$ cat config.mk
export PLATFORM = sky130hd
export DESIGN_NAME = uart_rx_cfg
export DESIGN_NICKNAME = d
export VERILOG_FILES = /design/src/rtl/uart_rx_cfg_pkg.sv /design/src/rtl/uart_rx_cfg_sampler.sv /design/src/rtl/uart_rx_cfg.sv
export SDC_FILE = /design/constraint.sdc
export NUM_CORES = 1
export LEC_CHECK = 0
export ABC_CLOCK_PERIOD_IN_PS = 6050
export CORE_MARGIN = 2
export CORE_UTILIZATION = 62
export DETAILED_ROUTE_END_ITERATION = 10
export GPL_ROUTABILITY_DRIVEN = 0
export PLACE_DENSITY = 0.84
export SLEW_MARGIN = 30
export SYNTH_ARGS = -nofsm -noshare
export SYNTH_HDL_FRONTEND = slang
export SYNTH_HIERARCHICAL = 1
export SYNTH_SLANG_ARGS = --single-unit
$ cat constraint.sdc
create_clock -name i_clock -period 6.05 [get_ports i_clock]
set_input_delay 1.21 -clock i_clock [delete_from_list [all_inputs] [get_ports i_clock]]
set_output_delay 1.21 -clock i_clock [all_outputs]
set_load 0.05 [all_outputs]
$ cat src/rtl/uart_rx_cfg_pkg.sv
// Shared UART definitions: parity modes, FSM state encoding, majority voter.
// No ports; imported by the receiver and its bit sampler.
package uart_rx_cfg_pkg;

  localparam int PARITY_NONE = 0;
  localparam int PARITY_EVEN = 1;
  localparam int PARITY_ODD  = 2;

  typedef enum logic [2:0] {
    ST_IDLE,
    ST_START,
    ST_DATA,
    ST_PARITY,
    ST_STOP,
    ST_BREAK_WAIT
  } rx_state_t;

  function automatic logic maj3(
    input logic a,
    input logic b,
    input logic c
  );
    return (a & b) | (a & c) | (b & c);
  endfunction

endpackage

$ cat src/rtl/uart_rx_cfg_sampler.sv
// 2-FF line synchroniser plus 3-sample majority voter around mid-bit.
// Ports: clock/reset_n/tick/rx/tick_cnt in; rx_s, bit_val, bit_valid out.
module uart_rx_cfg_sampler
  import uart_rx_cfg_pkg::*;
#(
  parameter int SB_TICK = 16,
  parameter int TW      = 4
) (
  input  logic          clock,
  input  logic          reset_n,
  input  logic          tick,
  input  logic          rx,
  input  logic [TW-1:0] tick_cnt,
  output logic          rx_s,
  output logic          bit_val,
  output logic          bit_valid
);

  localparam logic [TW-1:0] MID_M1 = TW'(SB_TICK / 2 - 2);
  localparam logic [TW-1:0] MID_C  = TW'(SB_TICK / 2 - 1);
  localparam logic [TW-1:0] MID_P1 = TW'(SB_TICK / 2);

  logic meta;
  logic s0;
  logic s1;

  always_ff @(posedge clock or negedge reset_n) begin
    if (!reset_n) begin
      meta <= 1'b1;
      rx_s <= 1'b1;
      s0   <= 1'b1;
      s1   <= 1'b1;
    end else begin
      meta <= rx;
      rx_s <= meta;
      if (tick && tick_cnt == MID_M1) s0 <= rx_s;
      if (tick && tick_cnt == MID_C)  s1 <= rx_s;
    end
  end

  // Third vote is the live sample on the MID+1 tick.
  assign bit_val   = maj3(s0, s1, rx_s);
  assign bit_valid = tick && (tick_cnt == MID_P1);

endmodule

$ cat src/rtl/uart_rx_cfg.sv
// Configurable UART receiver: NB_DATA bits, optional parity, 1-2 stops.
// Ports: i_clock, i_reset_n, i_tick, i_rx in; data, done, errors, busy out.
module uart_rx_cfg
  import uart_rx_cfg_pkg::*;
#(
  parameter int NB_DATA = 8,
  parameter int SB_TICK = 16,
  parameter int PARITY  = 0,
  parameter int NB_STOP = 1
) (
  input  logic               i_clock,
  input  logic               i_reset_n,
  input  logic               i_tick,
  input  logic               i_rx,
  output logic [NB_DATA-1:0] o_rx_data,
  output logic               o_rx_done,
  output logic               o_parity_err,
  output logic               o_frame_err,
  output logic               o_busy
);

  localparam int TW = $clog2(SB_TICK);
  localparam logic [TW-1:0] LAST_T = TW'(SB_TICK - 1);
  localparam logic [3:0]    LAST_D = 4'(NB_DATA - 1);
  localparam logic [3:0]    LAST_S = 4'(NB_STOP - 1);

  rx_state_t          state, state_n;
  logic [TW-1:0]      tcnt, tcnt_n;
  logic [3:0]         bcnt, bcnt_n;
  logic [NB_DATA-1:0] shreg, shreg_n;
  logic               perr, perr_n;
  logic               ferr, ferr_n;
  logic               fin;
  logic               rx_s;
  logic               bv;
  logic               bvld;
  logic               par_exp;

  uart_rx_cfg_sampler #(
    .SB_TICK(SB_TICK),
    .TW     (TW)
  ) u_sampler (
    .clock    (i_clock),
    .reset_n  (i_reset_n),
    .tick     (i_tick),
    .rx       (i_rx),
    .tick_cnt (tcnt),
    .rx_s     (rx_s),
    .bit_val  (bv),
    .bit_valid(bvld)
  );

  assign par_exp = (PARITY == PARITY_ODD) ? ~^shreg : ^shreg;

  always_ff @(posedge i_clock or negedge i_reset_n) begin
    if (!i_reset_n) state <= ST_IDLE;
    else            state <= state_n;
  end

  always_comb begin
    state_n = state;
    tcnt_n  = tcnt;
    bcnt_n  = bcnt;
    shreg_n = shreg;
    perr_n  = perr;
    ferr_n  = ferr;
    fin     = 1'b0;
    if (i_tick) begin
      unique case (state)
        ST_IDLE: begin
          if (!rx_s) begin
            state_n = ST_START;
            tcnt_n  = '0;
          end
        end
        ST_START: begin
          tcnt_n = tcnt + 1'b1;
          if (bvld && bv) begin
            state_n = ST_IDLE;
          end else if (tcnt == LAST_T) begin
            state_n = ST_DATA;
            tcnt_n  = '0;
            bcnt_n  = '0;
            perr_n  = 1'b0;
            ferr_n  = 1'b0;
          end
        end
        ST_DATA: begin
          tcnt_n = tcnt + 1'b1;
          if (bvld) shreg_n = {bv, shreg[NB_DATA-1:1]};
          if (tcnt == LAST_T) begin
            tcnt_n = '0;
            if (bcnt == LAST_D) begin
              bcnt_n  = '0;
              state_n = (PARITY == PARITY_NONE)
                      ? ST_STOP : ST_PARITY;
            end else begin
              bcnt_n = bcnt + 1'b1;
            end
          end
        end
        ST_PARITY: begin
          tcnt_n = tcnt + 1'b1;
          if (bvld) perr_n = (bv != par_exp);
          if (tcnt == LAST_T) begin
            tcnt_n  = '0;
            state_n = ST_STOP;
          end
        end
        ST_STOP: begin
          tcnt_n = tcnt + 1'b1;
          if (bvld) begin
            if (!bv) ferr_n = 1'b1;
            // Last stop ends the frame mid-bit so a
            // following start edge is not missed.
            if (bcnt == LAST_S) begin
              fin     = 1'b1;
              tcnt_n  = '0;
              bcnt_n  = '0;
              state_n = (shreg == '0 && ferr_n)
                      ? ST_BREAK_WAIT : ST_IDLE;
            end
          end else if (tcnt == LAST_T) begin
            tcnt_n = '0;
            bcnt_n = bcnt + 1'b1;
          end
        end
        ST_BREAK_WAIT: begin
          if (rx_s) state_n = ST_IDLE;
        end
        default: state_n = ST_IDLE;
      endcase
    end
  end

  always_ff @(posedge i_clock or negedge i_reset_n) begin
    if (!i_reset_n) begin
      tcnt         <= '0;
      bcnt         <= '0;
      shreg        <= '0;
      perr         <= 1'b0;
      ferr         <= 1'b0;
      o_rx_data    <= '0;
      o_rx_done    <= 1'b0;
      o_parity_err <= 1'b0;
      o_frame_err  <= 1'b0;
    end else begin
      tcnt      <= tcnt_n;
      bcnt      <= bcnt_n;
      shreg     <= shreg_n;
      perr      <= perr_n;
      ferr      <= ferr_n;
      o_rx_done <= fin;
      if (fin) begin
        o_rx_data    <= shreg;
        o_parity_err <= perr_n;
        o_frame_err  <= ferr_n;
      end
    end
  end

  assign o_busy = (state != ST_IDLE) &&
                  (state != ST_BREAK_WAIT);

endmodule

* Word-level counts from Yosys, hierarchy flattened *
Cells that the tools add are included.

word-level totals
  flip-flop bits (word level) = 36
  bits of input ports = 4
  word-level logic and storage cells = 106

operators by class
  bitwise operators = 5
  reductions and logical operators = 18
  add/sub/neg operators = 2
  equal/unequal tests = 24
  multiplexer cells = 43

operators with widths
  kind                                                  count
  two-way mux 4 bit                                     12
  two-way mux 3 bit                                     10
  case mux 3 bit (6 select lines)                       1
  two-way mux 1 bit                                     16
  != test 2 bit (second input constant)                 8
  case mux 4 bit (4 select lines)                       1
  equality test 4 x 3 -> 1 bit (second input constant)  3
  != test 3 bit (second input constant)                 4
  case mux 4 bit (3 select lines)                       1
  AND reduction 9 bit                                   1
  adder 4 x 1 -> 4 bit (second input constant)          2
  equality test 4 bit (second input constant)           2
  zero test 8 bit                                       1
  parity 8 bit                                          1
  AND reduction 7 bit                                   1
  equality test 3 x 2 -> 1 bit (second input constant)  2
  equality test 3 bit (second input constant)           2
  logical AND 1 bit                                     6
  AND reduction 3 bit                                   2
  nonzero test 3 bit                                    2
  zero test 4 bit                                       1
  case mux 1 bit (2 select lines)                       2
  nonzero test 4 bit                                    1
  AND 1 bit                                             3
  6 further kinds                                       7

* Longest topological paths before layout *
Gate-level depths: netlist (run 1).

  depth in word-level cells = 12
  mapped depth = 9
  gate-level depth less buffers = 7

* By module *
Netlist (run 1), hierarchy kept.

by module, submodules not included
  module               area each (um^2)  seq. area each (um^2)  cells an instance  instances
  uart_rx_cfg          1773.0            800.8                  181                1
  uart_rx_cfg_sampler  187.7             105.1                  13                 1

* Worst setup path before layout (run 1) *
No wires, ideal clock.

  path kind = input-to-reg
  from = input port i_tick
  to = register state[0]
  stages = 8
  setup time = 0.128 ns
  buffers on the path = 1
  arrival time = 2.833 ns
  path slack = 3.089 ns
  cell sequence = nand2b_4 nor4b_1 buf_2 a21oi_1 a21oi_1 nor3b_1 or4_1 mux2_1

on the way
  longest elaborated chain between the ends = 4

ends and longest elaborated chain
  element                                                                                  line                       RTL
  start: declaration                                                                       uart_rx_cfg.sv:13          input logic i_tick,
  logical AND 1 bit (*)                                                                    uart_rx_cfg_sampler.sv:43  assign bit_valid = tick && (tick_cnt == MID_P1);
  via bvld                                                                                 uart_rx_cfg.sv:36          logic bvld;
  logical AND 1 bit                                                                        uart_rx_cfg.sv:78          if (bvld && bv) begin
  != test 3 bit (no source line) or two-way mux 3 bit (tied branches)                      n/a
  AND reduction 9 bit (no source line) or case mux 3 bit (6 select lines) (tied branches)  n/a
  end signal: assignment                                                                   uart_rx_cfg.sv:57          else state <= state_n;
  end: declaration                                                                         uart_rx_cfg.sv:27          rx_state_t state, state_n;

Mark *: on every way through the listed nets, which the timed path passes. The rest lies on a longest branch.
A chain may end at the register's enable or synchronous reset.

* Worst setup path in the final report (run 1) *
Ends and elaborated chain as after synthesis.

==> results of run 1 <==
[cells in the mapped netlist (2+ instances only)]
cell type  count
nand2b_1       3
nor2b_1        3
nor2_1         4
nor3b_1        3
mux2i_1        2
or3b_1         3
dfstp_2        4
a21boi_1       2
o21ai_1        9
nand2_1       25
and2_1         2
or2_1          2
nor3_2         2
dfrtp_1       32
xnor2_1        5
o31ai_1        5
clkbuf_1       3
ha_1           7
mux2_2         7
o21ai_0        8
mux2_1         6
nand3_1        6
o22ai_1        3
or4b_1         2
nand4_1        3
buf_2          4
a21oi_1        7
inv_1         14
[critical path: stages]
cell             delay (ps)
clkdlybuf4s50_1         710
nand2b_4                 80
nor4b_1                 290
buf_4                   210
a21oi_1                  70
a21oi_1                 170
nor3b_1                  70
or4_1                   590
mux2_1                  350
[routing by layer]
metal,vias up,GRT usage (%),wire (microns)
met5,-,0,0
met4,0,8.57,46
met3,5,6.06,173
met2,37,38.0,1780
met1,698,29.5,1540
li1,708,-,-
[power breakdown]
part / switching [W] / internal [W] / total (W) / leakage (nW)
combinational: 0.0000889 / 0.0000731 / 0.000162 / 0.422
clock: 0.0000794 / 0.0000569 / 0.000136 / 0.0315
sequential: 0.0000424 / 0.000265 / 0.000307 / 0.477
[logic make-up after synthesis]
logic type / after synthesis / synth area share, %
AND/OR/NAND/NOR: 66 / 19.7
XOR/XNOR: 6 / 2.68
multiplexers: 15 / 8.49
AO/OA/AOI/OAI: 40 / 12.8
buffers and inverters: 23 / 5.23
flip-flops: 36 / 46.2
adder cells (fa/ha/maj): 8 / 4.98
[cell type report]
type	instances	share of cell area, %
Multi-Input combinational cell	135	43.4
Sequential cell	36	41.3
Timing Repair Buffer	17	7.53
Clock buffer	7	2.51
Tap cell	44	2.51
Inverter	14	2.40
Clock inverter	1	0.342
[registers in the layout, summed over array words and instances (netlist names), 3 cells and up]
name and count:
shreg 8, tcnt 4, o_rx_data 8, bcnt 4
state 3
[worst paths after layout]
check                           slack [ps]                       end                     start
worst max-delay path                  2520      state[0]$_DFFE_PN0P_                    i_tick
worst min-delay path                   360  u_sampler/rx_s$_DFF_PN1_  u_sampler/meta$_DFF_PN1_
worst max register to register        3570      state[0]$_DFFE_PN0P_       tcnt[0]$_DFFE_PN0P_
worst min register to register         360  u_sampler/rx_s$_DFF_PN1_  u_sampler/meta$_DFF_PN1_
max in group asynchronous             4430  u_sampler/s1$_DFFE_PN1P_                 i_reset_n
min in group asynchronous             1270       bcnt[3]$_DFFE_PN0P_                 i_reset_n
[stage by stage]
stage | hold slack [ps] | util (%) | instances | setup slack (ps)
4_1_cts | 365 | 72.4 | 254 | 2570
5_1_grt | 366 | 72.4 | 254 | 2360
2_1_floorplan | 345 | - | 194 | 3090
6_report | 362 | 72.4 | 254 | 2520
3_5_place_dp | 350 | 70.4 | 246 | 2220
3_3_place_gp | 350 | 70.4 | 246 | 2290
==> tab_implementation.tex, run 1 <==
\begin{tabular}{lr}
\hline
Metric & Value \\
\hline
\multicolumn{2}{l}{\textbf{Pwr}} \\
P per Cell Area & 276 nW/um\^{}2 \\
Design Power & 0.000606 W \\
Worst-case vdd ir drop & 191 uV \\
Leak Pwr & 0.930 nW \\
\multicolumn{2}{l}{\textbf{Critical path}} \\
Type of element launching the critical path & input pin \\
Critical path fanouts, max & 10 \\
Category of the critical setup timing path & input pin to flop \\
Arrival time at the worst endpoint & 3750 ps \\
Capturing element type of the critical path & flop \\
Reg2Reg Depth & 8 \\
WP data required & 6270 ps \\
\multicolumn{2}{l}{\textbf{STA}} \\
Endpoints failing hold & 0 \\
Worst-Margin Slew & 534 ps \\
Maximum clock frequency & 284 MHz \\
Fin Clk Skew & 11.5 ps \\
Max-slew violation count & 0 \\
Total Negative Setup Slacks & 0 ps \\
Minimum clock period after layout & 3530 ps \\
Setup repair after global routing missed its margin & no \\
Setup violators final & 0 \\
Final worst path period share & 58.3\% \\
Max-Slew Margin vs Limit & 64.4\% \\
\multicolumn{2}{l}{\textbf{Floorplanning}} \\
Number of standard-cell rows in the floorplan & 20 \\
I/O pin count & 16 \\
Die span in x & 60.2 microns \\
Die height & 60.2 microns \\
Total Die Area & 3630 sq um \\
Initial Utilization & 64.8\% \\
Core area & 3030 sq um \\
\multicolumn{2}{l}{\textbf{Route}} \\
First-iteration detailed-routing DRC count & 45 \\
Drt first pass iters & 4 \\
Routed length per placed instance & 13.9 microns \\
Remaining number of nets flagged by the antenna check after routing & 0 \\
DRT Wirelength & 3540 microns \\
Total vias in the final route & 1448 \\
Residual DRC & 0 \\
Via count normalized by instance count & 5.70 \\
\multicolumn{2}{l}{\textbf{Flow run}} \\
Max Cap Viol & 0 \\
\multicolumn{2}{l}{\textbf{Placed design}} \\
IO Port Bufs & 15 \\
Post-detail-place hpwl & 2560 microns \\
Placed instance area & 2130 sq um \\
\multicolumn{2}{l}{\textbf{Run status}} \\
Result of the run & completed \\
\multicolumn{2}{l}{\textbf{Clock tree}} \\
Clock root cell & clkbuf\_4 \\
Clk slew on worst S/H paths & 100 ps \\
TritonCTS Sinks & 36 \\
Number of buffers inserted by hold repair at cts & 0 \\
Clock Latency Late Sink & 340 ps \\
Deepest clock path buffer count & 2 \\
Total setup buffers inserted after CTS & 0 \\
Number of H-tree levels & 2 \\
TritonCTS clock tree & yes \\
Resized cells post-CTS & 0 \\
Clock buffers created by TritonCTS & 5 \\
\multicolumn{2}{l}{\textbf{Yosys}} \\
Total standard cell area after synthesis & 1960 sq um \\
Total nets after synthesis & 205 \\
Number of instances in the synthesized netlist & 194 \\
Fraction of synthesized cell area taken by the top area cell type & 40.8\% \\
Count of unique library cells instantiated by Yosys & 46 \\
Post-synth EDFFs & 0 \\
Predominant post-synthesis flop cell & dfrtp\_1 \\
Share of synthesized area occupied by flip-flops and latches & 46.2\% \\
Warnings from Yosys & 6 \\
Number of synthesized register bits & 36 \\
Mean instance size in the synthesized netlist & 10.1 sq um \\
Proportion of register bits with asynchronous set or reset after synthesis & 100\% \\
Most area-consuming cells after synthesis & dfrtp\_1 (41\%), dfstp\_2 (5.4\%), nand2\_1 (4.8\%) \\
Cell type with the highest aggregate area in the netlist & dfrtp\_1 \\
\multicolumn{2}{l}{\textbf{Cells and area}} \\
Summed area of non-filler cells in the final layout & 2190 sq um \\
Count of filler cells inserted in the layout & 208 \\
Highest-count cells in the layout ignoring fill and taps & dfrtp\_1 (32), nand2\_1 (25), clkdlybuf4s50\_1 (15), inv\_1 (14), o21ai\_1 (9) \\
Area growth from synthesis to layout & 11.9\% \\
Proportion of layout cells with a drive suffix above 1 & 13.8\% \\
Antenna fix cells & 0 \\
Number of nets in the layout & 220 \\
Flip-flop and latch area & 906 sq um \\
Most common library cell in the layout ignoring fill and taps & dfrtp\_1 \\
Area used by multi-input combinational logic & 952 sq um \\
\multicolumn{2}{l}{\textbf{Min path}} \\
Worst min-delay path category & flop to flop \\
Hold Path Stages & 0 \\
\multicolumn{2}{l}{\textbf{Global routing}} \\
Maximum number of pins on one net before global-route repair & 37 \\
Via count of the first global-routing pass & 1413 \\
First-pass GRT wire length & 6200 microns \\
Sum of overflow across all layers after global routing & 0 \\
Initial antenna violation count & 0 \\
Global-route usage over all layers & 23.2\% \\
\hline
\end{tabular}
(Power assumes the default switching activity.)
==> inputs of run 2 (changes only) <==
--- a/config.mk
+++ b/config.mk
@@ -5,12 +5,12 @@
 export SDC_FILE = /design/constraint.sdc
 export NUM_CORES = 1
 export LEC_CHECK = 0
-export ABC_CLOCK_PERIOD_IN_PS = 6050
+export ABC_CLOCK_PERIOD_IN_PS = 3090
 export CORE_MARGIN = 2
-export CORE_UTILIZATION = 62
+export CORE_UTILIZATION = 52
 export DETAILED_ROUTE_END_ITERATION = 10
 export GPL_ROUTABILITY_DRIVEN = 0
-export PLACE_DENSITY = 0.84
+export PLACE_DENSITY = 0.75
 export SLEW_MARGIN = 30
 export SYNTH_ARGS = -nofsm -noshare
 export SYNTH_HDL_FRONTEND = slang
==> constraint.sdc (replaced) <==
create_clock -name i_clock -period 3.09 [get_ports i_clock]
set_input_delay 0.618 -clock i_clock [delete_from_list [all_inputs] [get_ports i_clock]]
set_output_delay 0.618 -clock i_clock [all_outputs]
set_load 0.05 [all_outputs]
==> run 2 against run 1 <==
Via count shrank 1.8%. Sequential power grew 96%. Die area grew 18%. Critical path depth is the same. Largest cell class unchanged.
==> tab_implementation.tex, run 2 (synthesis gave the netlist of run 1 again) <==
\begin{tabular}{lr}
\hline
Metric & Value \\
\hline
\multicolumn{2}{l}{\textbf{Clock tree}} \\
Resized cells post-CTS & 0 (unchanged) \\
TritonCTS Sinks & 36 (unchanged) \\
TritonCTS clock tree & yes \\
Clock Latency Late Sink & 290 ps (-50 ps) \\
Number of buffers inserted by hold repair at cts & 0 (unchanged) \\
Total setup buffers inserted after CTS & 0 (unchanged) \\
Number of H-tree levels & 2 (unchanged) \\
Clk slew on worst S/H paths & 70 ps (-30 ps) \\
Clock root cell & clkbuf\_8 \\
Clock buffers created by TritonCTS & 5 (unchanged) \\
Deepest clock path buffer count & 2 (unchanged) \\
\multicolumn{2}{l}{\textbf{Critical path}} \\
Crit path cell chain & clkdlybuf4s50\_1 -> nand2b\_4 -> nor4b\_1 -> buf\_4 -> nor2\_1 -> nand2\_1 -> a21oi\_1 -> or4\_1 -> mux2\_1 \\
Launching point of the worst reg2reg path & tcnt[0]\$\_DFFE\_PN0P\_ \\
Type of element launching the critical path & input pin \\
Arrival time at the worst endpoint & 2930 ps (-820 ps) \\
Reg2Reg Depth & 8 (unchanged) \\
Critical Path Slowest Stage Cell & or4\_1 \\
Minimum setup slack among reg-to-reg paths & 660 ps (-2910 ps) \\
Critical path fanouts, max & 9 (-1) \\
Buffers \& Inverters on Critical Path & 2 (unchanged) \\
Capturing element type of the critical path & flop \\
Capturing point of the worst reg2reg path & state[0]\$\_DFFE\_PN0P\_ \\
Category of the critical setup timing path & input pin to flop \\
Largest incremental delay on the critical path & 550 ps (-160 ps) \\
WP data required & 3270 ps (-3000 ps) \\
Gate family responsible for the most delay along the worst path & simple AND/OR/NAND/NOR gates \\
\multicolumn{2}{l}{\textbf{Placed design}} \\
Worst-case setup slack after placement & 28.0 ps (-2190 ps) \\
IO Port Bufs & 15 (unchanged) \\
Post-detail-place hpwl & 2620 microns (+2.5\%) \\
Number of instances in the placed design & 253 (+2.8\%) \\
Placed instance area & 2160 sq um (+1.3\%) \\
\multicolumn{2}{l}{\textbf{Cells and area}} \\
Summed area of non-filler cells in the final layout & 2250 sq um (+2.8\%) \\
Most common library cell in the layout ignoring fill and taps & dfrtp\_1 \\
Antenna fix cells & 0 (unchanged) \\
Number of nets in the layout & 223 (+1.4\%) \\
Area growth from synthesis to layout & 15.0\% \\
Top Registers & o\_rx\_data: 8 flops, shreg: 8 flops \\
Highest-count cells in the layout ignoring fill and taps & dfrtp\_1 (32), nand2\_1 (25), clkdlybuf4s50\_1 (15), inv\_1 (14), o21ai\_1 (9) \\
Count of filler cells inserted in the layout & 322 (+55\%) \\
Proportion of layout cells with a drive suffix above 1 & 15.5\% (+1.7 points) \\
Area used by multi-input combinational logic & 952 sq um (unchanged) \\
Final cell count without fillers & 261 (+2.8\%) \\
Flip-flop and latch area & 906 sq um (unchanged) \\
\multicolumn{2}{l}{\textbf{Route}} \\
First-iteration detailed-routing DRC count & 97 (+120\%) \\
Remaining number of nets flagged by the antenna check after routing & 0 (unchanged) \\
Routed length per placed instance & 13.5 microns (-2.9\%) \\
Drt first pass iters & 4 (unchanged) \\
Residual DRC & 0 (unchanged) \\
Total vias in the final route & 1422 (-1.8\%) \\
DRT Wirelength & 3530 microns (-0.23\%) \\
Via count normalized by instance count & 5.45 (-4.4\%) \\
\multicolumn{2}{l}{\textbf{Min path}} \\
Worst Hold Path EP & u\_sampler/rx\_s\$\_DFF\_PN1\_ \\
Worst hold path startpoint & u\_sampler/meta\$\_DFF\_PN1\_ \\
Hold Path Stages & 0 (unchanged) \\
Worst min-delay path category & flop to flop \\
\multicolumn{2}{l}{\textbf{STA}} \\
Final worst path period share & 89.2\% \\
Setup repair after global routing missed its margin & no \\
Worst-Margin Slew & 503 ps (-30.8 ps) \\
Endpoints failing hold & 0 (unchanged) \\
Minimum clock period after layout & 2760 ps \\
Max-slew violation count & 0 (unchanged) \\
Final setup margin & 333 ps (-2190 ps) \\
Maximum clock frequency & 363 MHz \\
Total Negative Setup Slacks & 0 ps (unchanged) \\
Max-Slew Margin vs Limit & 66.5\% (+2.1 points) \\
Setup violators final & 0 (unchanged) \\
Fin Clk Skew & 3.84 ps (-7.62 ps) \\
\multicolumn{2}{l}{\textbf{Pwr}} \\
Worst-case vdd ir drop & 310 uV (+63\%) \\
Design Power & 0.00127 W (+110\%) \\
Leak Pwr & 0.966 nW (+3.8\%) \\
P per Cell Area & 564 nW/um\^{}2 (+100\%) \\
\multicolumn{2}{l}{\textbf{Flow run}} \\
Max Cap Viol & 0 (unchanged) \\
\multicolumn{2}{l}{\textbf{Global routing}} \\
First-pass GRT wire length & 6050 microns (-2.5\%) \\
Maximum number of pins on one net before global-route repair & 37 (unchanged) \\
Sum of overflow across all layers after global routing & 0 (unchanged) \\
Initial antenna violation count & 0 (unchanged) \\
Via count of the first global-routing pass & 1389 (-1.7\%) \\
Global-route usage over all layers & 18.8\% (-4.5 points) \\
\multicolumn{2}{l}{\textbf{Floorplanning}} \\
Number of standard-cell rows in the floorplan & 22 (+10\%) \\
Total Die Area & 4280 sq um (+18\%) \\
Core area & 3630 sq um (+20\%) \\
Die height & 65.4 microns (+8.6\%) \\
Die span in x & 65.4 microns (+8.6\%) \\
Initial Utilization & 54.0\% (-11 points) \\
I/O pin count & 16 (unchanged) \\
\multicolumn{2}{l}{\textbf{Run status}} \\
Result of the run & completed \\
\hline
\end{tabular}
run 2: worst max-delay path by stage:
stage,to,start,slack [ps],cells after the start
2_1_floorplan,state[0]$_DFFE_PN0P_,i_tick,720,8
3_3_place_gp,state[2]$_DFFE_PN0P_,i_tick,90,9
3_5_place_dp,state[2]$_DFFE_PN0P_,i_tick,30,9
4_1_cts,state[2]$_DFFE_PN0P_,i_tick,330,9
5_1_grt,state[0]$_DFFE_PN0P_,i_tick,250,9
6_report,state[0]$_DFFE_PN0P_,i_tick,330,9
run 2: power breakdown:
part           switching [W]  leakage, nW  total [W]  internal, W
clock               0.000175       0.0516   0.000357     0.000182
combinational       0.000169        0.437   0.000314     0.000146
sequential         0.0000822        0.477   0.000601     0.000519
run 2: per-stage QoR:
stage / hold slack (ps) / util, %
2_1_floorplan: 322 / -
3_3_place_gp: 349 / 59.4
3_5_place_dp: 350 / 59.4
4_1_cts: 361 / 62.1
5_1_grt: 367 / 62.1
6_report: 359 / 62.1
run 2: layer usage:
layer / global-route usage (%) / vias up / part of all wire, %
met1: 22.0 / 669 / 43
met3: 5.82 / 5 / 6.4
met2: 31.6 / 37 / 49
met4: 8.07 / 0 / 1.7
li1: - / 711 / -
met5: 0 / - / 0
run 2: area by class of cell:
| type | count | share of cell area, % |
|---|---|---|
| clock buffers | 6 | 3.66 |
| clock inverters | 2 | 0.610 |
| inverters | 14 | 2.33 |
| multi-input cells | 135 | 42.2 |
| flip-flops and latches | 36 | 40.2 |
| well taps | 48 | 2.66 |
| repair buffers | 20 | 8.32 |
